`config.mk`:
```
export PLATFORM = sky130hd
export DESIGN_NAME = cmd_bus_arbiter
export DESIGN_NICKNAME = d
export VERILOG_FILES = /design/src/rtl/cmd_bus_arbiter.sv
export SDC_FILE = /design/constraint.sdc
export NUM_CORES = 1
export LEC_CHECK = 0
export ABC_AREA = 1
export CAP_MARGIN = 20
export CORE_ASPECT_RATIO = 2
export CORE_MARGIN = 2
export CORE_UTILIZATION = 37
export CTS_CLUSTER_DIAMETER = 80
export DETAILED_ROUTE_END_ITERATION = 7
export PLACE_DENSITY = 0.71
export SLEW_MARGIN = 20
export SYNTH_ARGS = -nofsm -noshare
export SYNTH_HDL_FRONTEND = slang
export SYNTH_SLANG_ARGS = --single-unit
```
`constraint.sdc`:
```
create_clock -name clk -period 3.95 [get_ports clk]
set_input_delay 0.79 -clock clk [delete_from_list [all_inputs] [get_ports clk]]
set_output_delay 0.79 -clock clk [all_outputs]
set_load 0.005 [all_outputs]
```
`src/rtl/cmd_bus_arbiter.sv`:
```
// Round-robin arbiter sharing the 8-bit command register bus between JTAG and
// the export port; drives the stretched write strobe and the soft-reset pulse.
module cmd_bus_arbiter #(
  parameter int unsigned STROBE_LEN = 20,
  parameter int unsigned RESET_LEN  = 50000,
  parameter logic [7:0]  SRST_ADDR  = 8'h01,
  parameter logic [7:0]  SRST_DATA  = 8'h02
) (
  input  logic       clk,
  input  logic       reset,
  input  logic       jt_req,
  input  logic       jt_wr,
  input  logic [7:0] jt_addr,
  input  logic [7:0] jt_data,
  output logic       jt_ack,
  input  logic       ex_req,
  input  logic       ex_wr,
  input  logic [7:0] ex_addr,
  input  logic [7:0] ex_data,
  output logic       ex_ack,
  output logic [7:0] bus_addr,
  output logic [7:0] bus_data,
  output logic       bus_we,
  output logic       reset_out,
  output logic       busy,
  output logic       grant_src
);

  typedef enum logic [2:0] {
    IDLE,
    STROBE,
    ACK,
    SRST,
    GAP
  } state_t;

  state_t      state;
  logic        last_grant;
  logic        wr_q;
  logic [31:0] cnt;

  logic       pick_ex;
  logic       req_wr;
  logic [7:0] req_addr;
  logic [7:0] req_data;

  // On a tie the source that did not win last time takes the bus.
  assign pick_ex = ex_req & (~jt_req | ~last_grant);

  always_comb begin
    req_wr   = jt_wr;
    req_addr = jt_addr;
    req_data = jt_data;
    if (pick_ex) begin
      req_wr   = ex_wr;
      req_addr = ex_addr;
      req_data = ex_data;
    end
  end

  always_ff @(posedge clk) begin
    if (!reset) begin
      state      <= IDLE;
      last_grant <= 1'b1;
      wr_q       <= 1'b0;
      cnt        <= '0;
      grant_src  <= 1'b0;
      bus_addr   <= '0;
      bus_data   <= '0;
      bus_we     <= 1'b0;
      reset_out  <= 1'b0;
      busy       <= 1'b0;
      jt_ack     <= 1'b0;
      ex_ack     <= 1'b0;
    end else begin
      jt_ack <= 1'b0;
      ex_ack <= 1'b0;
      unique case (state)
        IDLE: begin
          if (jt_req | ex_req) begin
            grant_src <= pick_ex;
            wr_q      <= req_wr;
            bus_addr  <= req_addr;
            busy      <= 1'b1;
            if (req_wr) begin
              bus_data <= req_data;
              bus_we   <= 1'b1;
              cnt      <= STROBE_LEN - 32'd1;
              state    <= STROBE;
            end else begin
              jt_ack <= ~pick_ex;
              ex_ack <= pick_ex;
              state  <= ACK;
            end
          end
        end
        STROBE: begin
          if (cnt == '0) begin
            bus_we <= 1'b0;
            jt_ack <= ~grant_src;
            ex_ack <= grant_src;
            state  <= ACK;
          end else begin
            cnt <= cnt - 32'd1;
          end
        end
        ACK: begin
          last_grant <= grant_src;
          // bus_data only tracks writes, so with wr_q set it is the latched data.
          if (wr_q && bus_addr == SRST_ADDR && bus_data == SRST_DATA) begin
            reset_out <= 1'b1;
            bus_addr  <= '0;
            cnt       <= RESET_LEN - 32'd1;
            state     <= SRST;
          end else begin
            state <= GAP;
          end
        end
        SRST: begin
          if (cnt == '0) begin
            reset_out <= 1'b0;
            state     <= GAP;
          end else begin
            cnt <= cnt - 32'd1;
          end
        end
        GAP: begin
          busy  <= 1'b0;
          state <= IDLE;
        end
        default: state <= IDLE;
      endcase
    end
  end

endmodule

```
==> results of run 1 <==
## how the worst max path moves through the flow
stage	startpoint	to	slack (ns)
floorplan	jt_req	cnt[15]$_SDFFE_PN0P_	2.00
global placement	jt_req	bus_addr[3]$_SDFFE_PN0P_	1.34
detailed placement	jt_req	bus_addr[2]$_SDFFE_PN0P_	1.27
CTS	cnt[0]$_SDFFE_PN0P_	cnt[1]$_SDFFE_PN0P_	1.58
global route	jt_req	cnt[4]$_SDFFE_PN0P_	1.42
finish	cnt[0]$_SDFFE_PN0P_	cnt[1]$_SDFFE_PN0P_	1.61
## layout make-up
cell class | instances | share of cell area
timing repair buffer | 62 | 0.137
multi-input combinational | 431 | 0.456
sequential | 59 | 0.265
tap | 104 | 0.0292
clock inverter | 6 | 0.0199
inverter | 47 | 0.0396
clock buffer | 10 | 0.0536
## cells in the mapped netlist, drive strengths merged, types with 5 or more instances
master  instances  area, µm²
nand2         166        646
nor2          112        450
dfxtp          59       1180
a21oi          44        235
inv            44        165
o21ai          30        154
nand3          28        168
nand4          12       75.1
clkbuf          9       33.8
xor2            9       78.8
a31oi           8       50.1
buf             5       52.6
## cell families after synthesis
family,count (synthesis),share of synthesized area
and+or+nand+nor,327,0.406
AOI/OAI and AO/OA,93,0.150
buffers and inverters,61,0.0756
DFF,59,0.340
xor gates and xnor gates,10,0.0252
adders and majority gates,1,0.00360
## routing by layer
layer / routed length [µm] / vias up / global-route usage
li1: - / 1890 / -
met1: 3370 / 1679 / 0.199
met2: 5350 / 149 / 0.381
met3: 528 / 44 / 0.0429
met4: 537 / 0 / 0.140
met5: 0 / - / 0
## power breakdown
group          total [mW]  leakage, nW  switching, mW  internal, mW
clock               0.854        0.155          0.285         0.568
combinational        2.44         1.30           1.62         0.823
sequential          0.977        0.483          0.189         0.787
total                4.27         1.94           2.09          2.18
## flip-flops by register name, summed over array words and instances, names as in the netlist
signal,cells
wr_q,1
cnt,32
last_grant,1
bus_data,8
bus_we,1
busy,1
state,3
ex_ack,1
reset_out,1
bus_addr,8
jt_ack,1
grant_src,1
## critical path, cell delays in order, from the launching register on
cell,delay (ns)
dfxtp_1,0.29
inv_1,0.13
ha_1,0.32
nand3_2,0.15
nor2_1,0.16
nand4_1,0.27
nand2_1,0.35
nand2_4,0.25
o21ai_0,0.25
nor2_1,0.05
## per-stage QoR
step	hold WS, ns	power, mW	area (µm²)	worst slack [ns]
after detailed placement	0.434	3.40	4130	1.27
final	0.460	4.27	4460	1.61
after floorplan	0.440	2.77	3480	2.00
after global routing	0.500	4.65	4460	1.42
after global placement	0.435	3.35	4130	1.34
after CTS	0.453	4.28	4460	1.58
==> run summary, run 1 <==
clk buf depth: 2
sequential element share of the synthesized area: 0.340
Die W: 72.5 µm
hold path start: reset_out$_SDFFE_PN0P_
initial antenna violation count: 0
Lkg Pwr: 1.94 nW
Multi-input gate area: 2030 µm²
final wirelength: 9.79 mm
Layout Cells excl Fill: 719
status: complete, no violations
Setup violations, final: 0
drt via density: 5.23
worst min-delay path endpoint: reset_out$_SDFFE_PN0P_
Worst slew margin: 0.451
Die Area: 10200 µm²
CP Max Fanout: 27
routed len/inst: 13.6 µm
flops & latches, synth: 59
Final HPWL DP: 7.37 mm
Root Driver: clkbuf_16
reg-to-reg endpoint: cnt[1]$_SDFFE_PN0P_
CTS Buf Count: 9
Gate Count Post-Synth: 551
Max Clock Skew: 0.00645 ns
core region area: 9260 µm²
Worst Reg2Reg Path Length in Cells: 9
Arrival @ worst endpoint: 2.56 ns
worst endpoint required time: 4.17 ns
WS Path Type: reg2reg
drt initial violations: 242
hold crit path type: reg2reg
r2r setup slk: 1.61 ns
Synth Flop Type: dfxtp_1
placed insts: 703
synthesized area per cell: 6.31 µm²
DR pass1 iterations: 5
synth-to-layout area growth: 28.3%
# DRC: 0
post-CTS setup buffers: 0
vias post-DR: 3762
Routed Antenna Nets: 0
first-pass GRT wire length: 16.7 mm
ys async rst share: 0
PortBufs: 59
Sequential Area: 1180 µm²
Pins Over Slew Limit: 0
CTS HTree Levels: 3
Finished Core Util: 0.482
Power Dens Cells: 958 nW/µm²
TritonCTS clock tree: built
clk slew on worst S/H paths: 0.05 ns
Max Cap Viol: 0
total grt overflow: 0
starting density of the core: 0.375
vias in the first global route: 3703
Ys Warns: 0
die height: 141 µm
Net Count, Synth: 590
setup TNS: 0 ns
post-route minimum period: 2.34 ns
Post-synth EDFFs: 0
most frequent cells in the layout: 161 x nand2_1, 104 x nor2_1, 59 x dfxtp_1, 59 x clkdlybuf4s50_1, 42 x a21oi_1
final net count: 649
num ports: 60
commonest non-fill, non-tap cell in the layout: nand2_1
final period utilization: 0.591
fillers: 935
worst r2r src: cnt[0]$_SDFFE_PN0P_
Worst setup EP type: flop
ratio of cells with drive above 1 in the final layout: 0.0797
Worst Hold Path Cells: 2
worst skew pair latency: 0.33 ns
number of clock sinks: 59
RSZ-0062 raised after global routing: no
Peak Freq: 0.428 GHz
gp weighted congestion: 0.926
maximum number of pins on one net before global-route repair: 37
Post-CTS Hold Buffers: 0
synthesized area: 3480 µm²
post-CTS sizing: 0
gr usage total: 0.208
Cell variety after synth: 37
Setup crit start kind: flop
Worst-Margin Slew: 0.823 ns
final hold vios: 0
peak supply drop: 368 µV
num rows: 50
ANT cells: 0
Power figures use the tool's default switching activity.
==> run 2: changes to the inputs <==
--- a/config.mk
+++ b/config.mk
@@ -12,7 +12,7 @@
 export CORE_UTILIZATION = 37
 export CTS_CLUSTER_DIAMETER = 80
 export DETAILED_ROUTE_END_ITERATION = 7
-export PLACE_DENSITY = 0.71
+export PLACE_DENSITY = 0.74
 export SLEW_MARGIN = 20
 export SYNTH_ARGS = -nofsm -noshare
 export SYNTH_HDL_FRONTEND = slang
==> constraint.sdc (replaced) <==
create_clock -name clk -period 2 [get_ports clk]
set_input_delay 0.4 -clock clk [delete_from_list [all_inputs] [get_ports clk]]
set_output_delay 0.4 -clock clk [all_outputs]
set_load 0.005 [all_outputs]
==> run summary, run 2 (synthesized netlist as in run 1, its figures left out) <==
max reg flops: 32
Layout Cells excl Fill: 746
Power Dens Cells: 1880 nW/µm²
clock power share: 0.157
RSZ-0062 raised after global routing: no
setup TNS: 0 ns
drt initial violations: 207
post-route minimum period: 1.85 ns
post-CTS setup buffers: 0
status: complete, no violations
ratio of cells with drive above 1 in the final layout: 0.115
Worst slew margin: 0.736
Die Area: 10200 µm²
synth-to-layout area growth: 33.2%
# DRC: 0
ANT cells: 0
commonest non-fill, non-tap cell in the layout: nand2_1
Setup crit start kind: flop
sw power: 4.22 mW
num rows: 50
hold crit path type: reg2reg
Worst setup EP type: flop
Peak Freq: 0.540 GHz
largest registers: cnt: 32 flops, bus_addr: 8 flops, bus_data: 8 flops
CP Max Fanout: 26
final hold vios: 0
combinational cell fraction of total power: 0.622
clk slew on worst S/H paths: 0.05 ns
Max Clock Skew: 0.00603 ns
Lkg Pwr: 2.06 nW
Worst-Margin Slew: 0.395 ns
num ports: 60
Final HPWL DP: 8.01 mm
vias in the first global route: 3758
vias post-DR: 3805
switching share of power: 0.485
TritonCTS clock tree: built
total grt overflow: 0
Setup violations, final: 0
Routed Antenna Nets: 0
worst endpoint required time: 2.26 ns
maximum number of pins on one net before global-route repair: 37
drt via density: 5.10
worst skew pair latency: 0.33 ns
routed len/inst: 13.7 µm
gp weighted congestion: 0.991
Arrival @ worst endpoint: 2.11 ns
first-pass GRT wire length: 16.9 mm
placed insts: 731
core region area: 9260 µm²
post-CTS sizing: 0
Top reg by flops: cnt
CTS Buf Count: 9
initial antenna violation count: 0
number of clock sinks: 59
worst hold slack: 0.466 ns
CTS HTree Levels: 3
final net count: 677
most frequent cells in the layout: 161 x nand2_1, 104 x nor2_1, 59 x dfxtp_1, 59 x clkdlybuf4s50_1, 42 x a21oi_1
Die W: 72.5 µm
WS Path Type: reg2reg
Max Cap Viol: 0
starting density of the core: 0.375
Sequential Power Share: 0.221
Pint: 4.49 mW
Root Driver: clkbuf_16
clk buf depth: 2
Post-CTS Hold Buffers: 0
gr usage total: 0.211
DR pass1 iterations: 4
final wirelength: 10.2 mm
final period utilization: 0.926
die height: 141 µm
peak supply drop: 776 µV
PortBufs: 59
Pins Over Slew Limit: 0
==> run 2: cell count changes in the layout (fill, tap and decap cells not counted) <==
| cell | change |
|---|---|
| buf_12 | +2 |
| buf_4 | +26 |
| bufinv_16 | -2 |
| clkbuf_1 | +2 |
| clkinv_2 | +2 |
| clkinv_4 | -1 |
| clkinvlp_4 | -2 |
==> run 2: through the flow <==
step	setup WS, ns	instance area [µm²]	power [mW]	util
final	0.148	4630	8.71	0.500
after global routing	0.0206	4630	9.41	0.500
after CTS	0.165	4630	8.71	0.500
after detailed placement	-0.0808	4370	7.30	0.472
after global placement	-0.0207	4370	7.21	0.472
after floorplan	0.310	3480	5.48	-
==> run 2: power by group through the flow <==
| stage | sequential [mW] | clock (mW) | combinational [mW] |
|---|---|---|---|
| global route | 1.97 | 1.44 | 5.99 |
| detailed placement | 1.94 | 0 | 5.36 |
| floorplan | 1.87 | 0 | 3.61 |
| global placement | 1.93 | 0 | 5.28 |
| CTS | 1.92 | 1.40 | 5.39 |
| finish | 1.92 | 1.37 | 5.42 |
==> run 2: final timing paths <==
check / startpoint / endpoint / slack, ns / cells past startpoint
setup / recovery: cnt[19]$_SDFFE_PN0P_ / cnt[19]$_SDFFE_PN0P_ / 0.15 / 9
hold reg to reg: bus_addr[1]$_SDFFE_PN0P_ / bus_addr[1]$_SDFFE_PN0P_ / 0.47 / 2
hold / removal: bus_addr[1]$_SDFFE_PN0P_ / bus_addr[1]$_SDFFE_PN0P_ / 0.47 / 2
setup reg to reg: cnt[19]$_SDFFE_PN0P_ / cnt[19]$_SDFFE_PN0P_ / 0.15 / 9
==> run 2: cell type report <==
| cell class | instances | area, µm² |
|---|---|---|
| multi-input combinational | 431 | 2030 |
| tap | 104 | 130 |
| fill | 929 | 4630 |
| clock inverter | 3 | 15.0 |
| clock buffer | 12 | 246 |
| timing repair buffer | 90 | 848 |
| inverter | 47 | 176 |
| sequential | 59 | 1180 |
==> run 2: critical path, cell delays in order (launching register included) <==
cell and delay, ns:
dfxtp_1 0.35, nor2_1 0.18, nand2_1 0.11, nor2_2 0.24, nand2_2 0.12, nor2_4 0.11, nand3_4 0.11, nand2_4 0.29
nand2_1 0.10, a21oi_1 0.16
==> run 2: metal layers <==
layer,share of wire,routed length (µm),global-route usage
met5,0,0,0
met4,0.051,524,0.137
met3,0.047,484,0.0379
met2,0.56,5740,0.396
met1,0.34,3470,0.198
